[config.mk]
export PLATFORM = sky130hd
export DESIGN_NAME = qu_uop_dispatch_buffer
export DESIGN_NICKNAME = d
export VERILOG_FILES = /design/src/rtl/qu_uop_dispatch_buffer.sv
export SDC_FILE = /design/constraint.sdc
export NUM_CORES = 1
export LEC_CHECK = 0
export ABC_AREA = 0
export CELL_PAD_IN_SITES_DETAIL_PLACEMENT = 0
export CELL_PAD_IN_SITES_GLOBAL_PLACEMENT = 1
export CORE_MARGIN = 2
export CORE_UTILIZATION = 45
export DETAILED_ROUTE_END_ITERATION = 8
export PLACE_DENSITY_LB_ADDON = 0.08
export SETUP_SLACK_MARGIN = 0.4
export SLEW_MARGIN = 20
export SYNTH_ARGS = -nofsm -noshare
export SYNTH_HDL_FRONTEND = slang
export SYNTH_SLANG_ARGS = --single-unit
export TNS_END_PERCENT = 5
[constraint.sdc]
create_clock -name clk -period 6.3 [get_ports clk]
set_input_delay 0.63 -clock clk [delete_from_list [all_inputs] [get_ports clk]]
set_output_delay 0.63 -clock clk [all_outputs]
set_load 0.02 [all_outputs]
[src/rtl/qu_uop_dispatch_buffer.sv]
// rtl/qu_uop_dispatch_buffer.sv - In-order micro-op dispatch buffer steering uops to the int/control or load/store issue port
//
// Purpose:
//   A circular FIFO of DEPTH packed micro-ops (67 bits each) sits between decode and
//   the issue queues. The head entry is classified by optype = uop[2:0]:
//     3'b001 / 3'b011 (INT / CONT)    -> ic port
//     3'b101 / 3'b111 (LOAD / STORE)  -> ldst port
//     bit 0 == 0                      -> illegal, dropped with a one-cycle illegal_o pulse
//   Dispatch is strictly in order, so a stalled head blocks all younger entries.
//   flush_i clears the pointers and the occupancy on the next edge and takes priority
//   over every enqueue and dequeue in that cycle.
//
// Ports:
//   clk, rst_n                  clock, asynchronous active-low reset
//   flush_i                     discard all buffered micro-ops
//   in_valid_i/in_ready_o       decode handshake, in_uop_i carries the packed uop
//   ic_valid_o/ic_ready_i       integer/control issue handshake, ic_uop_o = head bits
//   ldst_valid_o/ldst_ready_i   load/store issue handshake, ldst_uop_o = head bits
//   illegal_o                   pulse when an illegal head entry is dropped
//   count_o                     current occupancy, 0..DEPTH
//
// Configuration macro:
//   QU_DISPATCH_BYPASS_EN - when defined and the buffer is empty, the incoming uop is
//   presented on the dispatch outputs in the same cycle and, if consumed, never written.

module qu_uop_dispatch_buffer #(
    parameter int DEPTH     = 8,
    parameter int CNT_WIDTH = $clog2(DEPTH) + 1
) (
    input  logic                 clk,
    input  logic                 rst_n,
    input  logic                 flush_i,
    input  logic                 in_valid_i,
    output logic                 in_ready_o,
    input  logic [66:0]          in_uop_i,
    output logic                 ic_valid_o,
    input  logic                 ic_ready_i,
    output logic [66:0]          ic_uop_o,
    output logic                 ldst_valid_o,
    input  logic                 ldst_ready_i,
    output logic [66:0]          ldst_uop_o,
    output logic                 illegal_o,
    output logic [CNT_WIDTH-1:0] count_o
);

    localparam int PTR_W = $clog2(DEPTH);

    logic [66:0]          mem [DEPTH];
    logic [PTR_W-1:0]     wr_ptr;
    logic [PTR_W-1:0]     rd_ptr;
    logic [CNT_WIDTH-1:0] count;

    logic                 empty;
    logic                 bypass_sel;
    logic                 disp_present;
    logic [66:0]          disp_uop;
    logic                 fire;
    logic                 enq;
    logic                 fifo_push;
    logic                 fifo_pop;

    assign empty = (count == '0);

`ifdef QU_DISPATCH_BYPASS_EN
    // With nothing buffered the incoming uop is the oldest one, so it may be
    // offered to the issue ports directly.
    assign bypass_sel = empty;
`else
    assign bypass_sel = 1'b0;
`endif

    assign disp_uop     = bypass_sel ? in_uop_i : mem[rd_ptr];
    assign disp_present = !flush_i && (bypass_sel ? in_valid_i : !empty);

    assign ic_valid_o   = disp_present &&  disp_uop[0] && !disp_uop[2];
    assign ldst_valid_o = disp_present &&  disp_uop[0] &&  disp_uop[2];
    assign illegal_o    = disp_present && !disp_uop[0];

    assign ic_uop_o     = disp_uop;
    assign ldst_uop_o   = disp_uop;
    assign count_o      = count;

    assign fire = (ic_valid_o && ic_ready_i) || (ldst_valid_o && ldst_ready_i) || illegal_o;

    // A full buffer refuses input even if the head leaves this cycle; this keeps
    // in_ready_o independent of the issue-side readies.
    assign in_ready_o = (count < CNT_WIDTH'(DEPTH)) && !flush_i;
    assign enq        = in_valid_i && in_ready_o;

    // A bypassed uop that is consumed at once never touches the storage.
    assign fifo_push  = enq && !(bypass_sel && fire);
    assign fifo_pop   = fire && !bypass_sel;

    always_ff @(posedge clk or negedge rst_n) begin
        if (!rst_n) begin
            wr_ptr <= '0;
            rd_ptr <= '0;
            count  <= '0;
        end else if (flush_i) begin
            wr_ptr <= '0;
            rd_ptr <= '0;
            count  <= '0;
        end else begin
            if (fifo_push) begin
                wr_ptr <= wr_ptr + PTR_W'(1);
            end
            if (fifo_pop) begin
                rd_ptr <= rd_ptr + PTR_W'(1);
            end
            count <= count + CNT_WIDTH'(fifo_push) - CNT_WIDTH'(fifo_pop);
        end
    end

    // Entry storage is deliberately left uninitialised by reset and flush.
    always_ff @(posedge clk) begin
        if (fifo_push) begin
            mem[wr_ptr] <= in_uop_i;
        end
    end

endmodule

Word-level counts from Yosys, hierarchy flattened. Memories as Yosys holds them, arrays and structs flattened. Cells that the tools add are included.

Flip-flop bits (word level): 10. Latch bits: 0. Memory bits (writable): 536. ROM bits: 0. Bits of input ports: 73. Output and inout port bits: 142. Logic and storage cells: 34. Memories kept: 1.

$add $sub $neg: 4. $mul: 0. Div/mod/pow operators: 0. Order comparisons: 1. Eq/ne operators: 0. Shift-type cells: 0. Mux-type cells: 7. Bitwise logic cells: 0. Reductions and logical operators: 18.

Memory list: mem (depth 8, width 67, read ports 1, clocked after Yosys merged registers in 0, write ports 1, RTL line 48) `logic [66:0] mem [DEPTH];`.

Operators by type and width (number): 3-bit 2-to-1 mux (4); 1-bit logical AND (9); 3-bit by 1-bit adder with 3-bit output, second input constant (2); 4-bit by 1-bit adder with 4-bit output (1); 1-bit zero test (4); 4-bit zero test (1); 4-bit less-than comparator, second input constant (1); 4-bit 2-to-1 mux (1); 2-bit nonzero test (2); 4-bit by 1-bit subtractor with 4-bit output (1); 1-bit logical OR (2); 1-bit 2-to-1 mux (2).

Depth between registers and ports, before layout. Gate-level depths: netlist of run 1.

Depth in word-level cells: 10. Mapped depth: 12. Mapped depth without buffers: 11.

Worst setup path before layout of run 1. OpenSTA, ideal clock, no wires.

Path kind: input-to-reg. Start: input port in_valid_i. End: memory mem[0][0] (enable). Library setup time: 0.574 ns. Data arrival time: 5.809 ns. Required time: 5.726 ns. Slack: -0.083 ns. Cell stages on the path: 4. Path buffers: 0. Path through: nor2b_1 > nor2b_1 > nand2b_1 > nor3_1.

Longest elaborated chain between the ends: 3.

Ends and longest elaborated chain: start: declaration (RTL line 33) `input logic in_valid_i,`; 1-bit logical AND (RTL line 88) `assign enq = in_valid_i && in_ready_o;`; 1-bit 2-to-1 mux (RTL line 116) `if (fifo_push) begin`; 1-bit 2-to-1 mux (not written as such) (RTL line 117) `mem[wr_ptr] <= in_uop_i;`; end: declaration (RTL line 48).

Every way passes these cells.

Worst setup path after layout of run 1.
Start: register rd_ptr[0]. End: output port ldst_uop_o[39].

Longest elaborated chain between the ends: 1.

Ends and longest elaborated chain: start: declaration (RTL line 50) `logic [PTR_W-1:0] rd_ptr;`; start signal: assignment (RTL line 108) `rd_ptr <= rd_ptr + PTR_W'(1);`; memory 8 x 67 bit; end: declaration (RTL line 41) `output logic [66:0] ldst_uop_o,`.

Every way passes these cells.

==> qor.tcl, run 1 <==
set qor(outcome) {finished clean}
set qor(worst_setup_path_start_kind) {register}
set qor(detail_route.drc_violations) 0
set qor(yosysWarnings) 0
set qor(route.detailed.vias_per_inst) 5.344
set qor(std_cell_rows) 79
set qor(postSynthNetCount) 1008
set qor(wl_met3_um) 1798
set qor(tritoncts.num_buffers) 56
set qor(grt_overflow) 0
set qor(dr_total_vias) 9421
set qor(route.top_layer_used) {met4}
set qor(grt_setup_unrepaired) {false}
set qor(wire_per_inst_um) 23.43
set qor(chipHeight_um) 221.4
set qor(syn_avg_cell_area_um2) 22.94
set qor(stdcell_area_mm2) 0.02555
set qor(timing.critical_path.required_ns) 5.67
set qor(layout_setup_ws_ns) 2.004
set qor(setup_viol_count_final) 0
set qor(ir_worst_vdd_mv) 0.2470
set qor(cts_htree_levels) 2
set qor(cts.sinks) 546
set qor(initial_core_util_pct) 45.67
set qor(timing_hold_violations_final) 0
set qor(initial_drt_pass_iterations) 6
set qor(first_global_vias) 10020
set qor(drtIter0Drc) 653
set qor(slew-limit-headroom_pct) 32.62
set qor(power.total_mw) 10.17
set qor(top_level_ports) 215
set qor(synth_area_mm2) 0.02126
set qor(hold_path_class) {in -> async}
set qor(floorplan.die_area_mm2) 0.04900
set qor(layout_commonest_cell) {edfxtp_1}
set qor(pin_count_of_the_biggest_net_entering_global_routing) 57
set qor(wire_length_of_the_first_global_routing_pass_um) 63090
set qor(postPlaceCellArea_mm2) 0.02374
set qor(pre_cts_ws_ns) 2.411
set qor(yosys_register_bits) 546
set qor(cts_buffer_depth) 3
set qor(timing_worst_slew_pin_value_ns) 1.011
set qor(clock_tree.root_cell) {clkbuf_16}
set qor(cpPeakStageDelay_ns) 1.03
set qor(met2_wirelength_um) 20390
set qor(kind_of_cell_adding_the_most_delay_to_the_critical_path) {buffers and inverters}
set qor(insertion_delay_ns) 0.60
set qor(die_w_um) 221.4
set qor(critical_path.max_fanout) 56
set qor(number_of_antenna_violations_at_the_first_check_in_global_routing) 2
set qor(crit_type) {reg -> out}
set qor(max_transition_viols_final) 0
set qor(clock-skew-final_ns) 0.01312
set qor(global_route.usage.total_pct) 17.05
set qor(cells_along_the_critical_path) {buf_12 -> mux4_2 -> mux2_2 -> clkdlybuf4s50_1}
set qor(final_period_minus_worst_setup_slack_ns) 4.296
set qor(crit_path_top_delay_cell) {dfrtp_4}
set qor(syn_inst) 927
set qor(post-route-period-util_pct) 68.19
set qor(cts.hold.buffers_added) 0
set qor(synth.distinct_cells) 29
set qor(synth.yosys.seq_area_share_pct) 76.88
set qor(cap_viol_max_count) 0
set qor(tritoncts) {done}
set qor(antenna_left) 0
set qor(drive_gt1_share_pct) 26.26
set qor(cp-end-kind) {primary output}
set qor(cellPowerDensity_mw_per_mm2) 398.0
set qor(cts.repair_timing.setup_buffer_count) 0
set qor(count_of_fill_cells_added_during_filler_insertion) 3582
set qor(layout.cells.most_common_list) {edfxtp_1 (536), clkdlybuf4s50_1 (214), mux4_2 (132), mux2_2 (68), clkbuf_16 (57)}
set qor(final_net_count) 1190
set qor(placement.io_buffers) 214
set qor(timing.critical_path.buf_inv) 2
set qor(static-leakage-power_nw) 7.936
set qor(area_delta_synth_final_pct) 20.16
set qor(fmax_mhz) 232.8
set qor(wl_um) 41310
set qor(wp_data_arrival_ns) 3.67
set qor(core_area_mm2) 0.04656
set qor(gp_congestion) 0.6778
set qor(clkTransAtPathRegs_ns) 0.06
set qor(detailedPlacementHpwl_um) 22550
set qor(cts-resized-gates) 0
set qor(detail_route.wirelength.met1_um) 18350
[sequential cells by signal (all words and copies together) (netlist names)]
| name | count |
|---|---|
| wr_ptr | 3 |
| count_o | 4 |
| mem | 536 |
| rd_ptr | 3 |
[report_power, final]
part,internal (mW),leakage [nW],switching [mW]
Combinational,1.39,2.10,1.27
Clock,1.94,0.873,1.31
Sequential,4.11,4.96,0.138
[cells in the mapped netlist (all sizes together)]
library cell / instances / area share (%)
edfxtp: 536 / 76
mux2i: 5 / 0.24
o21ai: 2 / 0.047
a21oi: 2 / 0.047
xnor2: 3 / 0.12
mux4: 132 / 14
nor2: 16 / 0.28
buf: 92 / 3.0
inv: 7 / 0.12
xor2: 1 / 0.041
or3: 1 / 0.053
a31oi: 2 / 0.13
nand2b: 9 / 0.26
o22ai: 1 / 0.029
clkbuf: 14 / 0.25
mux2: 68 / 3.6
nor2b: 5 / 0.15
fa: 1 / 0.094
ha: 7 / 0.41
a21o: 2 / 0.071
nand2: 7 / 0.12
a22o: 1 / 0.041
nor3: 3 / 0.071
dfrtp: 10 / 1.2
[metal layers]
metal / GRT usage [%] / vias up
li1: - / 4145
met1: 23.47 / 5019
met2: 27.98 / 197
met3: 3.200 / 60
met4: 4.958 / 0
met5: 0 / -
[cell families after synthesis]
kind of cell,after synthesis,share of synthesized area (%)
buffers and inverters,113,3.325
adder cells (fa/ha/maj),8,0.5061
multiplexers,205,17.82
AO/OA/AOI/OAI,10,0.3649
AND/OR/NAND/NOR,41,0.9416
XOR/XNOR,4,0.1648
flip-flops,546,76.88
[per-stage QoR]
stage,hold WS [ns],TNS (ns),utilization (%),instances
floorplan,0.3344,-5.524,-,927
global placement,0.5970,0,50.99,1658
detailed placement,0.5994,0,50.99,1658
CTS,0.3604,0,54.86,1761
global route,0.3948,0,54.86,1761
finish,0.3764,0,54.87,1763
[cell type report]
type | count | area [µm²] | area share [%]
multi-input combinational | 268 | 4270 | 16.72
inverter | 7 | 26.28 | 0.1029
clock inverter | 26 | 302.8 | 1.185
clock buffer | 77 | 1501 | 5.877
antenna | 2 | 5.005 | 0.01959
tap | 607 | 759.5 | 2.973
timing repair buffer | 230 | 2325 | 9.100
sequential | 546 | 16360 | 64.03
[worst paths after layout]
check / from / end / slack, ns / cells past startpoint
min: rst_n / wr_ptr[2]$_DFFE_PN0P_ / 0.38 / 1
max reg2reg: rd_ptr[0]$_DFFE_PN0P_ / count_o[1]$_DFF_PN0_ / 2.75 / 9
max: rd_ptr[0]$_DFFE_PN0P_ / ldst_uop_o[39] / 2.00 / 4
min reg2reg: wr_ptr[0]$_DFFE_PN0P_ / wr_ptr[0]$_DFFE_PN0P_ / 0.61 / 2
min in group clk: wr_ptr[0]$_DFFE_PN0P_ / wr_ptr[0]$_DFFE_PN0P_ / 0.61 / 2
max in group asynchronous: rst_n / rd_ptr[2]$_DFFE_PN0P_ / 5.54 / 1
Power figures use the tool's default switching activity.
==> run 2, diff against run 1 <==
==> constraint.sdc (replaced) <==
create_clock -name clk -period 3.7 [get_ports clk]
set_input_delay 0.37 -clock clk [delete_from_list [all_inputs] [get_ports clk]]
set_output_delay 0.37 -clock clk [all_outputs]
set_load 0.02 [all_outputs]
==> run 2 against run 1 <==
Largest cell class unchanged. Critical path type unchanged. Non-clock buffer count grew 16. Via count grew 0.94%. Count of clock-buffer cells in the layout shrank 8. Sequential cell count is the same. Cell area grew 1.2%. Combinational power grew 83%. Sequential share of layout area shrank 0.77 points.
==> qor.tcl, run 2 (synthesized netlist as in run 1, its figures left out) <==
set qor(largest_register_ffs) 536 ;# unchanged
set qor(slew-limit-headroom_pct) 57.83 ;# +25 points
set qor(clock_tree.root_cell) {clkbuf_16}
set qor(hold_path_class) {in -> async}
set qor(ir_worst_vdd_mv) 0.5183 ;# +110%
set qor(detailedPlacementHpwl_um) 22100 ;# -2.0%
set qor(cellPowerDensity_mw_per_mm2) 669.7 ;# +68%
set qor(route.detailed.vias_per_inst) 5.349 ;# about the same
set qor(insertion_delay_ns) 0.59 ;# about the same
set qor(wire_length_of_the_first_global_routing_pass_um) 64860 ;# +2.8%
set qor(drtIter0Drc) 572 ;# -12%
set qor(die_w_um) 221.4 ;# unchanged
set qor(post-route-period-util_pct) 90.21
set qor(layout_commonest_cell) {edfxtp_1}
set qor(pin_count_of_the_biggest_net_entering_global_routing) 73 ;# +28%
set qor(postPlaceCellArea_mm2) 0.02394 ;# +0.86%
set qor(final_period_minus_worst_setup_slack_ns) 3.338
set qor(hold_slack_ns) 0.1087 ;# -0.2677 ns
set qor(final_net_count) 1205 ;# +1.3%
set qor(tritoncts.num_buffers) 55 ;# -1.8%
set qor(placement.io_buffers) 214 ;# unchanged
set qor(max_transition_viols_final) 0 ;# unchanged
set qor(regMostFlops) {mem}
set qor(insertedDiodeCount) 0 ;# -2
set qor(cts_buffer_depth) 3 ;# unchanged
set qor(top_level_ports) 215 ;# unchanged
set qor(static-leakage-power_nw) 8.131 ;# +2.5%
set qor(cts.sinks) 546 ;# unchanged
set qor(clkTransAtPathRegs_ns) 0.06 ;# about the same
set qor(fmax_mhz) 299.6
set qor(setup_viol_count_final) 0 ;# unchanged
set qor(cts.hold.buffers_added) 0 ;# unchanged
set qor(first_global_vias) 10360 ;# +3.5%
set qor(wire_per_inst_um) 23.95 ;# +2.2%
set qor(floorplan.die_area_mm2) 0.04900 ;# unchanged
set qor(std_cell_rows) 79 ;# unchanged
set qor(dr_total_vias) 9510 ;# +0.94%
set qor(tritoncts) {done}
set qor(drive_gt1_share_pct) 27.84 ;# +1.6 points
set qor(core_area_mm2) 0.04656 ;# unchanged
set qor(grt_overflow) 0 ;# unchanged
set qor(final_layout_setup_total_negative_slack_ns) 0 ;# unchanged
set qor(wp_data_arrival_ns) 2.97 ;# -0.70 ns
set qor(initial_drt_pass_iterations) 4 ;# -2
set qor(layout.cells.most_common_list) {edfxtp_1 (536), clkdlybuf4s50_1 (207), mux4_2 (132), mux2_2 (68), clkbuf_16 (55)}
set qor(clock-skew-final_ns) 0.01499 ;# +0.001865 ns
set qor(number_of_antenna_violations_at_the_first_check_in_global_routing) 3 ;# +1
set qor(crit_type) {reg -> out}
set qor(antenna_left) 0 ;# unchanged
set qor(chipHeight_um) 221.4 ;# unchanged
set qor(outcome) {finished clean}
set qor(global_route.usage.total_pct) 17.66 ;# +0.61 points
set qor(timing_worst_slew_pin_value_ns) 0.6326 ;# -0.3782 ns
set qor(cp-end-kind) {primary output}
set qor(initial_core_util_pct) 45.67 ;# unchanged
set qor(cap_viol_max_count) 0 ;# unchanged
set qor(cts_htree_levels) 2 ;# unchanged
set qor(timing.critical_path.required_ns) 3.33 ;# -2.34 ns
set qor(timing_hold_violations_final) 0 ;# unchanged
set qor(grt_setup_unrepaired) {true}
set qor(wl_um) 42580 ;# +3.1%
set qor(area_delta_synth_final_pct) 21.63
set qor(detail_route.drc_violations) 0 ;# unchanged
set qor(worst_setup_path_start_kind) {register}
set qor(critical_path.max_fanout) 18 ;# -68%
set qor(gp_congestion) 0.6879 ;# +1.5%
set qor(stdcell_area_mm2) 0.02586 ;# +1.2%
[run 2: cell types whose count changed in the layout (fill, tap and decap cells not counted), sizes merged]
cell | previous run | this run
buf | 16 | 30
bufbuf | 0 | 2
bufinv | 7 | 5
clkbuf | 77 | 69
clkdlybuf4s50 | 214 | 207
clkinv | 16 | 26
diode | 2 | 0
dlygate4sd2 | 0 | 1
dlymetal6s2s | 0 | 6
inv | 9 | 10
[run 2: layout make-up]
class	count	area, µm²
sequential	546	16360
clock buffer	69	1429
clock inverter	35	301.5
multi-input combinational	268	4277
timing repair buffer	246	2710
inverter	7	26.28
fill	3546	20700
tap	607	759.5
[run 2: timing repair]
item,in CTS,in global routing
endpoints found under the setup margin,130,132
buffers inserted,4,1
gates cloned,3,0
gates resized for setup,5,6
[run 2: per-stage QoR]
step	instances	power [mW]	util, %	setup WS [ns]
after floorplan	927	10.49	-	-0.5275
after global placement	1666	11.97	51.43	0.7280
after detailed placement	1666	11.99	51.43	0.7149
after CTS	1777	17.57	55.50	0.2707
after global routing	1778	18.05	55.55	0.2537
final	1778	17.32	55.55	0.3621
[run 2: worst paths after layout]
check / to / depth (start not counted) / start / slack, ns
max: ldst_uop_o[18] / 5 / rd_ptr[0]$_DFFE_PN0P_ / 0.36
min: count_o[3]$_DFF_PN0_ / 1 / rst_n / 0.11
max reg2reg: count_o[1]$_DFF_PN0_ / 10 / rd_ptr[0]$_DFFE_PN0P_ / 0.65
min reg2reg: wr_ptr[0]$_DFFE_PN0P_ / 2 / wr_ptr[0]$_DFFE_PN0P_ / 0.64
max in group asynchronous: rd_ptr[1]$_DFFE_PN0P_ / 1 / rst_n / 3.21
min in group clk: mem[0][50]$_DFFE_PP_ / 1 / in_uop_i[50] / 0.51
[run 2: report_power, final]
| part | leakage (nW) | total (mW) | switching, mW | internal, mW |
|---|---|---|---|---|
| logic | 2.31 | 4.87 | 2.34 | 2.53 |
| registers | 4.96 | 7.10 | 0.0898 | 7.01 |
| clock network | 0.857 | 5.35 | 2.27 | 3.09 |
[run 2: metal layers]
metal / track usage, % / routed length, µm / vias up / share of wire (%)
li1: - / - / 4176 / -
met1: 23.90 / 18470 / 5058 / 43
met2: 29.57 / 21310 / 211 / 50
met3: 3.399 / 2004 / 59 / 4.7
met4: 4.720 / 755 / 6 / 1.8
met5: 0 / 40 / - / 0.094
[run 2: worst max-delay path: stages, from the launching register on]
cell and delay, ns:
dfrtp_4 0.51, buf_12 0.16, bufbuf_16 0.35, mux4_2 0.51, mux2_2 0.30, clkdlybuf4s50_1 0.54
